**src/rtl/div_repsub.sv**
```systemverilog
// Unsigned repeated-subtraction divider.
// Dividend and divisor are loaded on consecutive cycles over a shared bus
// after a start request. The divisor is then subtracted from the running
// remainder once per cycle, and the quotient counts the subtractions.
// Results are held with done=1 until the next accepted start or reset.
module div_repsub #(
   parameter int WIDTH = 16
) (
   input  logic             clk,
   input  logic             rst,
   input  logic             start,
   input  logic [WIDTH-1:0] data_in,
   output logic [WIDTH-1:0] quotient,
   output logic [WIDTH-1:0] remainder,
   output logic             done,
   output logic             busy,
   output logic             dbz
);

   typedef enum logic [2:0] {
      S_IDLE   = 3'd0,
      S_LD_DVD = 3'd1,
      S_LD_DVS = 3'd2,
      S_CHECK  = 3'd3,
      S_SUB    = 3'd4,
      S_DONE   = 3'd5
   } state_t;

   state_t           state_reg;
   logic [WIDTH-1:0] quotient_reg;
   logic [WIDTH-1:0] remainder_reg;
   logic [WIDTH-1:0] dvs_reg;
   logic             done_reg;
   logic             busy_reg;
   logic             dbz_reg;

   // Datapath: the next partial remainder. SUB is only ever entered with
   // remainder >= divisor, so this difference never underflows there.
   logic [WIDTH-1:0] diff;
   logic             diff_lt_dvs;
   logic             rem_lt_dvs;
   logic             dvs_zero;

   // Datapath comparisons feeding the controller.
   always_comb begin
      diff        = remainder_reg - dvs_reg;
      diff_lt_dvs = (diff < dvs_reg);
      rem_lt_dvs  = (remainder_reg < dvs_reg);
      dvs_zero    = (dvs_reg == '0);
   end

   // Controller and result registers: one Moore FSM with registered outputs.
   always_ff @(posedge clk) begin
      if (rst) begin
         state_reg     <= S_IDLE;
         quotient_reg  <= '0;
         remainder_reg <= '0;
         dvs_reg       <= '0;
         done_reg      <= 1'b0;
         busy_reg      <= 1'b0;
         dbz_reg       <= 1'b0;
      end else begin
         case (state_reg)
            // Idle and done both accept a new request; the clearing of the
            // previous result flags is identical in both.
            S_IDLE, S_DONE: begin
               if (start) begin
                  state_reg    <= S_LD_DVD;
                  quotient_reg <= '0;
                  done_reg     <= 1'b0;
                  dbz_reg      <= 1'b0;
                  busy_reg     <= 1'b1;
               end
            end

            // First operand on the shared bus is the dividend; it seeds the
            // running remainder directly.
            S_LD_DVD: begin
               remainder_reg <= data_in;
               state_reg     <= S_LD_DVS;
            end

            // Second operand is the divisor.
            S_LD_DVS: begin
               dvs_reg   <= data_in;
               state_reg <= S_CHECK;
            end

            // Resolve the trivial cases without entering the subtract loop.
            S_CHECK: begin
               if (dvs_zero) begin
                  // Divide by zero: saturate the quotient and keep the
                  // dividend visible in the remainder.
                  quotient_reg <= '1;
                  dbz_reg      <= 1'b1;
                  done_reg     <= 1'b1;
                  busy_reg     <= 1'b0;
                  state_reg    <= S_DONE;
               end else if (rem_lt_dvs) begin
                  done_reg  <= 1'b1;
                  busy_reg  <= 1'b0;
                  state_reg <= S_DONE;
               end else begin
                  state_reg <= S_SUB;
               end
            end

            // One subtraction per cycle; finish on the same edge that leaves
            // a remainder smaller than the divisor. The quotient cannot wrap
            // because at most 2^WIDTH-1 subtractions fit (divisor of one).
            S_SUB: begin
               remainder_reg <= diff;
               quotient_reg  <= quotient_reg + WIDTH'(1);
               if (diff_lt_dvs) begin
                  done_reg  <= 1'b1;
                  busy_reg  <= 1'b0;
                  state_reg <= S_DONE;
               end
            end

            // Unreachable encodings recover to idle with the flags cleared.
            default: begin
               state_reg <= S_IDLE;
               done_reg  <= 1'b0;
               busy_reg  <= 1'b0;
               dbz_reg   <= 1'b0;
            end
         endcase
      end
   end

   assign quotient  = quotient_reg;
   assign remainder = remainder_reg;
   assign done      = done_reg;
   assign busy      = busy_reg;
   assign dbz       = dbz_reg;

endmodule

```
**config.mk**
```make
export PLATFORM = sky130hd
export DESIGN_NAME = div_repsub
export DESIGN_NICKNAME = d
export VERILOG_FILES = /design/src/rtl/div_repsub.sv
export SDC_FILE = /design/constraint.sdc
export NUM_CORES = 1
export LEC_CHECK = 0
export ABC_AREA = 0
export CAP_MARGIN = 20
export CORE_MARGIN = 1
export CORE_UTILIZATION = 25
export CTS_CLUSTER_DIAMETER = 100
export DETAILED_ROUTE_END_ITERATION = 8
export SKIP_LAST_GASP = 1
export SLEW_MARGIN = 20
export SYNTH_ARGS = -nofsm -noshare
export SYNTH_HDL_FRONTEND = slang
export SYNTH_SLANG_ARGS = --single-unit
```
**constraint.sdc**
```tcl
create_clock -name clk -period 9.9 [get_ports clk]
set_clock_uncertainty 0.05 [all_clocks]
set_input_delay 0.99 -clock clk [delete_from_list [all_inputs] [get_ports clk]]
set_output_delay 0.99 -clock clk [all_outputs]
set_load 0.1 [all_outputs]
```
==> results of run 1 <==
-- cells by family after synthesis --
| logic type | Yosys count |
|---|---|
| simple gates | 173 |
| flops | 54 |
| fa+ha+maj | 34 |
| xor+xnor | 11 |
| compound gates | 164 |
| mux | 5 |
| buf+inv | 49 |
-- worst paths after layout --
path | from | endpoint | slack, ps | depth (start not counted)
worst max-delay path | remainder[0] | done | 6010 | 15
worst min-delay path | busy | busy | 440 | 2
worst max register to register | remainder[0] | done | 6010 | 15
worst min register to register | busy | busy | 440 | 2
-- through the flow --
| stage | utilization [%] | instances | setup WS (ps) | hold slack, ps |
|---|---|---|---|---|
| 2_1_floorplan | - | 490 | 5720 | 409 |
| 3_5_place_dp | 30.5 | 706 | 6090 | 433 |
| 5_1_grt | 31.6 | 715 | 5730 | 468 |
| 4_1_cts | 31.5 | 714 | 6070 | 446 |
| 6_report | 31.6 | 715 | 6010 | 441 |
| 3_3_place_gp | 30.5 | 706 | 6210 | 428 |
-- critical path: stages, from the launching register on --
cell and delay, ps:
sky130_fd_sc_hd__dfxtp_1 390, sky130_fd_sc_hd__inv_1 60, sky130_fd_sc_hd__ha_1 220, sky130_fd_sc_hd__fa_1 410, sky130_fd_sc_hd__nor2b_1 190, sky130_fd_sc_hd__o2111ai_1 180, sky130_fd_sc_hd__a21o_1 260, sky130_fd_sc_hd__a31oi_1 230
sky130_fd_sc_hd__o21a_1 160, sky130_fd_sc_hd__nor2_1 50, sky130_fd_sc_hd__ha_1 290, sky130_fd_sc_hd__nand4_1 160, sky130_fd_sc_hd__a2111o_1 410, sky130_fd_sc_hd__a31oi_1 290, sky130_fd_sc_hd__a211oi_2 100, sky130_fd_sc_hd__mux2_1 320
-- layout make-up --
cell class,count,area (um^2),area share (%)
clock inverter,3,26.3,0.564
timing repair buffer,57,559,12.0
inverter,25,93.8,2.01
clock buffer,5,125,2.68
multi-input combinational,387,2550,54.6
sequential,54,1080,23.2
tap,184,230,4.94
-- layout by cell type, fill, tap and decap left out, types with 3 or more instances in the layout --
cell,instances
sky130_fd_sc_hd__and4_1,3
sky130_fd_sc_hd__xor2_1,3
sky130_fd_sc_hd__dfxtp_1,54
sky130_fd_sc_hd__or3_1,5
sky130_fd_sc_hd__a31oi_1,4
sky130_fd_sc_hd__a21oi_1,58
sky130_fd_sc_hd__nor3_1,10
sky130_fd_sc_hd__nor2_1,33
sky130_fd_sc_hd__mux2i_1,4
sky130_fd_sc_hd__o21ai_0,17
sky130_fd_sc_hd__nand3_1,10
sky130_fd_sc_hd__o21ai_1,15
sky130_fd_sc_hd__clkdlybuf4s50_1,52
sky130_fd_sc_hd__and2_1,4
sky130_fd_sc_hd__o2bb2ai_1,3
sky130_fd_sc_hd__o31ai_1,4
sky130_fd_sc_hd__o211ai_1,3
sky130_fd_sc_hd__nor3_2,6
sky130_fd_sc_hd__a211oi_1,9
sky130_fd_sc_hd__nor4_2,5
sky130_fd_sc_hd__nor2b_1,4
sky130_fd_sc_hd__ha_1,33
sky130_fd_sc_hd__nand4_1,5
sky130_fd_sc_hd__a221oi_1,4
sky130_fd_sc_hd__xnor2_1,8
sky130_fd_sc_hd__inv_1,25
sky130_fd_sc_hd__nand2_1,68
sky130_fd_sc_hd__o21a_1,6
sky130_fd_sc_hd__and3_1,3
sky130_fd_sc_hd__nand2b_1,6
sky130_fd_sc_hd__a21o_1,7
sky130_fd_sc_hd__clkbuf_16,5
sky130_fd_sc_hd__a22oi_1,12
sky130_fd_sc_hd__buf_4,3
sky130_fd_sc_hd__a21oi_2,4
-- layer usage --
layer	up-vias	wire length (um)
met5	-	0
met4	0	181
met3	20	605
met2	108	5310
met1	1802	5230
li1	1857	-
==> metrics.md, run 1 <==
| Metric | Value |
|---|---|
| Number of buffers added for setup after CTS | `0` |
| Share of synthesized area occupied by flip-flops and latches | `28.3%` |
| Most frequent cell after synthesis | `sky130_fd_sc_hd__nand2_1` |
| Area growth from synthesis to final layout | `21.9%` |
| Maximum level of the CTS H-tree | `2` |
| Global routing usage on met3 | `2.38%` |
| Number of warnings issued by yosys | `0` |
| Total DRC errors in the routed layout | `4` |
| Area fraction in and, or, nand and nor cells after synthesis | `23.2%` |
| Critical setup path kind | `register to register` |
| Hold_buf cts | `0` |
| Via/cell ratio | `5.30` |
| Number of max-capacitance violations reported | `0` |
| Largest fanout on the critical path | `4` |
| Initial DRC count | `343` |
| Length of the first detailed-routing pass in iterations | `9` |
| Arr. time, crit path | `4030 ps` |
| FFs w/ async S/R, synth | `0%` |
| Post-CTS resize count | `0` |
| Routing usage on met2 | `24.2%` |
| Required time of the worst setup path | `10050 ps` |
| Violations in the final reports | `design-rule violations` |
| Netlist area before placement | `3820 um^2` |
| Slew at the pin with the worst max-slew slack | `1010 ps` |
| Total of endpoints with negative setup slack in the final report | `0` |
| Clock buffer depth | `2` |
| Most common flop cell mapped by yosys | `sky130_fd_sc_hd__dfxtp_1` |
| Root buffer selected by CTS | `sky130_fd_sc_hd__clkbuf_16` |
| Via count of the first global-routing pass | `3645` |
| GRT Util Overall | `14.4%` |
| Portion of the clock cycle consumed by the worst path in the final layout | `39.3%` |
| Synth Instances | `490` |
| Routability cong. | `0.862` |
| EDFF count, synth | `0` |
| Global-route wire length before repair | `18400 um` |
| Clock latency on the worst-skew pair | `300 ps` |
| Critical path endpoint category | `register` |
| Dominant combinational cell family by area after synthesis | `compound AO/OA/AOI/OAI gates` |
| Die Outline Area | `15800 um^2` |
| Avg Cell Area, Syn | `7.81 um^2` |
| Outcome | `finished with violations` |
| Wire length per cell | `15.8 um` |
| Final-report max-slew violation count | `0` |
| Post-Synthesis Net Count | `543` |
| Top area cells in the synthesized netlist | `sky130_fd_sc_hd__dfxtp_1 28%, sky130_fd_sc_hd__ha_1 11%, sky130_fd_sc_hd__a21oi_1 7.6%` |
| Ratio of cells with drive above 1 in the final layout | `6.97%` |
| Count of distinct cell types in the synthesized netlist | `62` |
| Post-route cell area | `4660 um^2` |
| Post-synth top area cell | `sky130_fd_sc_hd__dfxtp_1` |
| Layer with the highest usage | `met2` |
| Die Y-Extent | `126 um` |
| Number of failing hold endpoints at the final stage | `0` |
| Tightest Hold Check Type | `register to register` |
| Setup TNS Final | `0 ps` |
| Number of flip-flops and latches in the synthesized netlist | `54` |
| Placement-stage cell area | `4500 um^2` |
| Fin nets | `583` |
| Number of buffers created by CTS | `5` |
| Synth Area in Compound Gates | `28.1%` |
| Top post-synthesis cells by count | `68 x sky130_fd_sc_hd__nand2_1, 58 x sky130_fd_sc_hd__a21oi_1, 54 x sky130_fd_sc_hd__dfxtp_1` |
| Via Count | `3787` |
| Share of Yosys cell area claimed by the top area cell type | `28.3%` |
| # rows | `44` |
| Number of fill cells in the layout | `1548` |
| Xor and xnor fraction of the mapped netlist area | `2.52%` |
| Area of the placeable core | `14800 um^2` |
| Placed wire-length estimate after detailed placement | `8060 um` |
| PortBufs | `53` |
| Number of antenna diodes | `0` |
| Met1 Usage GRT | `18.4%` |
| Maximum frequency from static timing analysis | `0.257 GHz` |
| Initial antenna violation count | `0` |
| TritonCTS clock tree | `built` |
| Type of origin of the critical path | `register` |
| Initial Util | `25.9%` |
| Share of synthesized cell area in full adder, half adder and majority cells | `11.3%` |
| Die span in x | `126 um` |
| CTS sink count | `54` |
| RSZ-0062 raised after global routing | `false` |
| Maximum number of pins on one net before global-route repair | `62` |
| GRT Residual Overflow | `0` |
| Antenna-violating nets left | `0` |
| Multiplexer share of the synthesized area | `1.34%` |
| Top-Level Pins | `54` |
| Total wire length | `11300 um` |
| Clock input transition at the sequential cells of the worst setup and hold paths | `80 ps` |
| Shortest period the worst path allows | `3890 ps` |
| Worst max-slew margin expressed relative to the limit | `32.4%` |
Power of run 1 is left out: the tool's default activity adds up to more than one toggle a clock period on the data nets, which glitch-free logic cannot reach.
==> run 2, diff against run 1 <==
clock period = 3.7 ns   (was 9.9 ns; I/O delays follow)
==> run 2 against run 1 <==
  * The run still ends with design-rule violations left
  * Final area increased by 3.5%
  * Critical endpoint unchanged
  * Utilization rose by 1.1 points
  * Highest routed layer unchanged
  * Non-clock buffer count increased by 6
==> metrics.md, run 2 (synthesized netlist as in run 1, its figures left out) <==
| Metric | Value |
|---|---|
| Tightest Hold Check Type | `register to register` |
| Required time of the worst setup path | `3850 ps` |
| Non-filler cells in the finished layout | `721` |
| Total wire length | `11600 um` |
| Critical path's slowest cell | `sky130_fd_sc_hd__fa_2` |
| Global-route wire length before repair | `18700 um` |
| Arr. time, crit path | `3690 ps` |
| Critical path's largest stage delay | `390 ps` |
| Number of max-capacitance violations reported | `0` |
| PortBufs | `53` |
| Wire length per cell | `16.1 um` |
| Total of endpoints with negative setup slack in the final report | `0` |
| Outcome | `finished with violations` |
| Initial antenna violation count | `0` |
| Clock input transition at the sequential cells of the worst setup and hold paths | `80 ps` |
| Root buffer selected by CTS | `sky130_fd_sc_hd__clkbuf_16` |
| Maximum level of the CTS H-tree | `2` |
| Most common cell after layout, fill and taps aside | `sky130_fd_sc_hd__nand2_1` |
| GRT Residual Overflow | `0` |
| RSZ-0062 raised after global routing | `true` |
| Placed wire-length estimate after detailed placement | `8440 um` |
| Number of antenna diodes | `0` |
| Hold_buf cts | `0` |
| Length of the first detailed-routing pass in iterations | `7` |
| Fin nets | `589` |
| Cell chain of the critical path | `inv_1 > ha_1 > fa_2 > nor2b_4 > o2111ai_2 > a21o_1 > a31oi_2 > o21a_1 > nor2_1 > ha_1 > nand4_1 > inv_1 > a211oi_2 > a31oi_4 > a211oi_2 > mux2_1` |
| GRT Util Overall | `14.8%` |
| Area of the placeable core | `14800 um^2` |
| Placement-stage cell area | `4550 um^2` |
| Critical setup path kind | `register to register` |
| Top-Level Pins | `54` |
| Ratio of cells with drive above 1 in the final layout | `13.4%` |
| Number of buffers created by CTS | `5` |
| Number of cells on the worst hold path | `2` |
| TritonCTS clock tree | `built` |
| Post-route cell area | `4830 um^2` |
| Die Y-Extent | `126 um` |
| Critical path buffers and inverters | `2` |
| Total DRC errors in the routed layout | `2` |
| Critical path endpoint category | `register` |
| Slew at the pin with the worst max-slew slack | `993 ps` |
| Antenna-violating nets left | `0` |
| Cell depth of the worst setup path | `16` |
| Die Outline Area | `15800 um^2` |
| Portion of the clock cycle consumed by the worst path in the final layout | `95.7%` |
| Routability cong. | `0.872` |
| Via/cell ratio | `5.29` |
| Initial Util | `25.9%` |
| Via count of the first global-routing pass | `3668` |
| Worst max-slew margin expressed relative to the limit | `33.6%` |
| Number of placed cells counting well taps | `711` |
| Largest fanout on the critical path | `3` |
| Die span in x | `126 um` |
| Critical path's top delay family | `compound AO/OA/AOI/OAI gates` |
| Depth of the worst register-to-register path | `16` |
| Clock latency on the worst-skew pair | `300 ps` |
| Maximum number of pins on one net before global-route repair | `37` |
| Clock buffer depth | `2` |
| Final-report max-slew violation count | `0` |
| Via Count | `3815` |
| Area growth from synthesis to final layout | `26.2%` |
| Shortest period the worst path allows | `3540 ps` |
| Type of origin of the critical path | `register` |
| Number of failing hold endpoints at the final stage | `0` |
| Leading cell types in the layout, fill and taps excluded | `68 x sky130_fd_sc_hd__nand2_1, 53 x sky130_fd_sc_hd__a21oi_1, 52 x sky130_fd_sc_hd__clkdlybuf4s50_1, 43 x sky130_fd_sc_hd__dfxtp_1, 34 x sky130_fd_sc_hd__nor2_1` |
| Maximum frequency from static timing analysis | `0.282 GHz` |
| CTS sink count | `54` |
| Violations in the final reports | `design-rule violations` |
| Initial DRC count | `450` |
| # rows | `44` |
-- run 2: worst paths after layout --
check               startpoint    endpoint  slack, ps
setup / recovery  remainder[0]        done        160
hold / removal      dvs_reg[8]  dvs_reg[8]        440
setup reg to reg  remainder[0]        done        160
hold reg to reg     dvs_reg[8]  dvs_reg[8]        440
-- run 2: final cells by class --
type	count	area, um^2
Timing Repair Buffer	63	604
Inverter	25	93.8
Clock inverter	3	26.3
Tap cell	184	230
Sequential cell	54	1100
Fill cell	1531	9930
Clock buffer	5	125
Multi-Input combinational cell	387	2650
-- run 2: through the flow --
stage	util [%]	setup WS, ps	TNS, ps	hold slack, ps
global placement	30.9	94.0	0	427
detailed placement	30.9	-95.2	-95.2	429
global route	32.7	-32.9	-32.9	464
floorplan	-	20.0	0	409
finish	32.7	157	0	441
CTS	32.0	1.89	0	443
-- run 2: repair_timing --
action,4_1_cts,5_1_grt
cloned,0,0
resized for setup,4,19
pin swaps,1,5
endpoints found under the setup margin,1,3
setup buffers,0,1
-- run 2: metal layers --
layer,GRT usage [%],vias up,wire length [um]
met5,0,-,0
met4,4.66,0,243
met3,2.59,24,575
met2,25.2,118,5460
met1,19.0,1792,5330
li1,-,1881,-
-- run 2: worst min-delay path, stage by stage, from the launching register on --
cell and delay, ps:
sky130_fd_sc_hd__dfxtp_1 330, sky130_fd_sc_hd__nand2_1 60, sky130_fd_sc_hd__a21oi_1 50
Power of run 2 is left out for the same reason.
==> run 3, diff against run 2 <==
SLEW_MARGIN = 30   (was 20)
==> results of run 3 <==
No change in the layout: final DEF, timing and power equal those of run 2.
Power of run 3 is left out for the same reason.
